<file path="config.mk">
export PLATFORM = sky130hd
export DESIGN_NAME = uart_tx_drain
export DESIGN_NICKNAME = d
export VERILOG_FILES = /design/src/rtl/uart_tx_drain.sv
export SDC_FILE = /design/constraint.sdc
export NUM_CORES = 1
export LEC_CHECK = 0
export CAP_MARGIN = 20
export CELL_PAD_IN_SITES_DETAIL_PLACEMENT = 1
export CELL_PAD_IN_SITES_GLOBAL_PLACEMENT = 1
export CORE_UTILIZATION = 45
export CTS_BUF_LIST = sky130_fd_sc_hd__clkbuf_4
export DETAILED_ROUTE_END_ITERATION = 6
export PLACE_DENSITY = 0.89
export SYNTH_ARGS = -nofsm -noshare
export SYNTH_HDL_FRONTEND = slang
export SYNTH_SLANG_ARGS = --single-unit
export TNS_END_PERCENT = 1
</file>
<file path="constraint.sdc">
create_clock -name clk_i -period 2.25 [get_ports clk_i]
set_input_delay 0.45 -clock clk_i [delete_from_list [all_inputs] [get_ports clk_i]]
set_output_delay 0.45 -clock clk_i [all_outputs]
set_load 0.005 [all_outputs]
</file>
<file path="src/rtl/uart_tx_drain.sv">
// uart_tx_drain: pops words from a yumi-style fifo and shifts them out as UART frames
module uart_tx_drain #(
  parameter int width_p = 8,
  parameter int clks_per_bit_p = 104,
  parameter int parity_p = 0
) (
  input  logic               clk_i,
  input  logic               reset_i,
  input  logic               valid_i,
  input  logic [width_p-1:0] data_i,
  output logic               yumi_o,
  output logic               tx_o,
  output logic               busy_o
);
  localparam int bw = $clog2(clks_per_bit_p);
  localparam int iw = $clog2(width_p);
  localparam logic [bw-1:0] cnt_last = bw'(clks_per_bit_p - 1);
  localparam logic [iw-1:0] idx_last = iw'(width_p - 1);
  typedef enum logic [2:0] {IDLE, START, DATA, PARITY, STOP} state_e;
  state_e state, state_n;
  logic [bw-1:0] cnt, cnt_n;
  logic [iw-1:0] idx, idx_n;
  logic [width_p-1:0] sh, sh_n;
  logic par, par_n, tx_q, tx_n, last;
  always_ff @(posedge clk_i or posedge reset_i)
    if (reset_i) begin
      state <= IDLE;
      cnt <= '0;
      idx <= '0;
      sh <= '0;
      par <= 1'b0;
      tx_q <= 1'b1;
    end else begin
      state <= state_n;
      cnt <= cnt_n;
      idx <= idx_n;
      sh <= sh_n;
      par <= par_n;
      tx_q <= tx_n;
    end
  assign last = cnt == cnt_last;
  assign yumi_o = valid_i & ~reset_i & (state == IDLE | (state == STOP & last));
  assign tx_o = tx_q;
  assign busy_o = state != IDLE;
  always_comb begin
    state_n = state;
    cnt_n = (state == IDLE || last) ? '0 : cnt + 1'b1;
    idx_n = idx;
    sh_n = sh;
    par_n = par;
    unique case (state)
      IDLE: state_n = yumi_o ? START : IDLE;
      START: begin
        state_n = last ? DATA : START;
        idx_n = last ? '0 : idx;
      end
      DATA:
        if (last) begin
          sh_n = sh >> 1;
          idx_n = idx + 1'b1;
          state_n = idx != idx_last ? DATA : (parity_p != 0 ? PARITY : STOP);
        end
      PARITY: state_n = last ? STOP : PARITY;
      STOP: state_n = last ? (yumi_o ? START : IDLE) : STOP;
      default: state_n = IDLE;
    endcase
    if (yumi_o) begin
      sh_n = data_i;
      par_n = (^data_i) ^ (parity_p == 2);
    end
    tx_n = state_n == START ? 1'b0 :
           state_n == DATA ? sh_n[0] :
           state_n == PARITY ? par_n : 1'b1;
  end
endmodule

</file>
==> impl_results.md <==
* Final setup fails at 0
* Routed via count at between 1000 and 1500
* Final Hold Viols at 0
* Cell repeated most along the worst path: buf_4
* Worst hold margin at about 0.52 ns
* Layout fillers at 271
* MaxCap Viol Count at 0
* Crit path time final at 2.20 ns
* Port bufs at 13
* Largest net degree at the start of global routing at 25
* GRT busiest layer: met2
* Slew headroom at 73.8%
* Grt total ovfl at 0
* Clock Skew at 0.00472 ns
* Final Wtd Congestion at approximately 0.85
* Chip Height at 55.1 um
* Avg Vias per Cell at ~6.3
* Reg2Reg Setup Slack at approximately 0.055 ns
* Max-slew violation count at 0
* EDFF count, synth at 0
* Worst vdd ir at approximately 0.42 mV
* Post-synth design cell area at between 1000 and 1500 um^2
* Status: complete, no violations
* Setup_tns at 0 ns
* H-tree Lvls at 1
* Dominant cell type by area after synthesis: dfrtp_1
* Syn Area/Cell at 11.0 um^2
* Core area at 2570 um^2
* Area grow syn2layout at 28.6%
* CP max-delay cell: or3b_1
* Worst Tran Pin Value at between 0.3 and 0.4 ns
* LEAKAGE at 0.696 nW
* Hold Crit Class: in2async
* Warnings from Yosys at 0
* TritonCTS Sinks at 23
* Top area cells in the synthesized netlist: dfrtp_1 (43%), xnor2_1 (5.5%), a221o_1 (4.7%)
* Most common flop cell mapped by yosys: dfrtp_1
* Die footprint at approximately 3000 um^2
* Initial drt markers at 60
* Antenna diodes at 0
* # DRC at 0
* Nets at 160
* Tot GR Track Use at 30.9%
* Routed Antenna Nets at 0
* Clock buffer count from CTS at 3
* IO Pins at 14
* Tcrit/Tclk final at 97.6%
* Vias in the first global route at about 1100
* Worst-Skew Late Latency at 0.32 ns
* Most common cell in the synthesized netlist: dfrtp_1
* Crit path largest cell delay at ~0.51 ns
* Global-route wire length before repair at 6070 um
* TritonRoute pass-1 iters at 4
* Hold-fix buffers, CTS at 0
* CP max FO at 7
* Dpl cell area at 1490 um^2
* Arr. time, crit path at 2.41 ns
* CTS Root Cell: clkbuf_4
* Multi-input gate area at 719 um^2
* RSZ-0062 raised after global routing: false
* Die X at 55.1 um
* Top cell type's share of synthesized area at 43.4%
* CTS max path bufs at 2
* Seq/Total Area, Yosys at 45.5%
* Synth Register Bits at 23
* Worst path cell trace: buf_4 -> or3b_1 -> nor4_4 -> buf_4 -> a41oi_4 -> a221o_1
* CTS tree: yes
* GR Layer Usage met2 at between 50% and 60%
* Starting density of the core at between 40 and 50%
* CP Class: reg2reg
* Clock transition at path regs at 0.14 ns
* P per Cell Area at 414 nW/um^2
* FF+latch area at 581 um^2
* Post-DP HPWL at around 2500 um
* Netlist cell types at 37
* Avg WL per Cell at 23.2 um
* Peak Freq at roughly 460 MHz
* Setup crit start kind: register
* Met1 usage at 40.1%
* GR met3 Demand/Resource at 4.37%
* Critical path endpoint category: register
* Share of cells above drive strength 1 at between 20% and 30%
* Ys async rst share at 100%
* Worst path required time at about 2.5 ns
* Initial antenna violation count at 0
* Top post-synthesis cells by count: dfrtp_1 (22), nor2_1 (8), xnor2_1 (8)
* Mapped Cells at around 120
* # rows at 18
* Total Wirelength at 4050 um
* Synthesized net count at 129
* Design Area, Final at 1630 um^2
-- cells in the final DEF, fill, tap and decap left out, drive strengths merged, types with 2 or more instances in the layout --
cell / count
xor2: 3
a21oi: 2
clkdlybuf4s50: 12
and2: 7
a221o: 6
and3: 2
nor2b: 4
ha: 3
nor3b: 2
nand2: 4
dfrtp: 22
nand3: 5
buf: 15
mux2: 3
clkbuf: 3
a22oi: 2
o21ai: 7
a22o: 5
inv: 2
xnor2: 8
nor2: 9
a21o: 2
nor3: 2
-- worst max-delay path, delay by kind of cell (launching register included) --
family / cells / cell delay [ns]
AND/OR/NAND/NOR: 2 / 0.81
flip-flops: 1 / 0.47
AO/OA/AOI/OAI: 2 / 0.44
buffers and inverters: 2 / 0.37
-- state kept, by name, summed over array words and instances, names as in the netlist --
name   count
idx        3
sh         8
tx_o       1
par        1
cnt        7
state      3
-- final cells by class --
type	instances	area share (%)
inverters	2	0.460
well taps	30	2.30
clock inverters	1	0.307
multi-input cells	88	44.1
flip-flops and latches	23	35.6
clock buffers	3	1.38
repair buffers	28	15.8
-- report_power, final --
group | total [mW] | internal, mW | switching (mW)
Sequential | 0.413 | 0.413 | 0
Combinational | 0.0569 | 0.0313 | 0.0257
Clock | 0.204 | 0.0667 | 0.138
-- kinds of logic (layout without fill, tap and decap cells) --
| group | count (synthesis) | after routing | share of synthesized area [%] |
|---|---|---|---|
| and+or+nand+nor | 42 | 42 | 19.9 |
| AOI/OAI and AO/OA | 29 | 29 | 19.5 |
| DFF | 23 | 23 | 45.5 |
| xor gates and xnor gates | 11 | 11 | 7.60 |
| buffers and inverters | 4 | 34 | 1.78 |
| adders and majority gates | 3 | 3 | 2.96 |
| muxes | 3 | 3 | 2.67 |
-- metal layers --
layer	share of wire, %	vias to the layer above
met3	5.3	6
met4	1.8	0
met1	43	565
met2	50	47
met5	0	-
li1	-	487
-- through the flow --
step	instances	total power [mW]	utilization, %	setup WS (ns)
after floorplan	115	0.448	-	0.260
after global placement	165	0.476	57.9	0.119
after detailed placement	165	0.478	57.9	0.0402
after CTS	173	0.677	62.3	0.0364
after global routing	175	0.706	63.5	0.00852
final	175	0.675	63.5	0.0548
-- path summary, 6_finish.rpt --
| check | from | endpoint | depth (start not counted) |
|---|---|---|---|
| hold reg to reg | par$_DFF_PP0_ | par$_DFF_PP0_ | 1 |
| hold / removal | reset_i | cnt[1]$_DFF_PP0_ | 3 |
| setup / recovery | cnt[3]$_DFF_PP0_ | sh[2]$_DFFE_PP0P_ | 6 |
| setup reg to reg | cnt[3]$_DFF_PP0_ | sh[2]$_DFFE_PP0P_ | 6 |
| min in group clk_i | par$_DFF_PP0_ | par$_DFF_PP0_ | 1 |
| max in group asynchronous | reset_i | tx_o$_DFF_PP1_ | 3 |
-- what timing repair did --
action,in CTS,in global routing
gates resized for setup,14,1
setup endpoints to repair,1,10
buffers inserted,4,2
pin swaps,0,2
No activity file was read; power rests on OpenSTA's default activity.
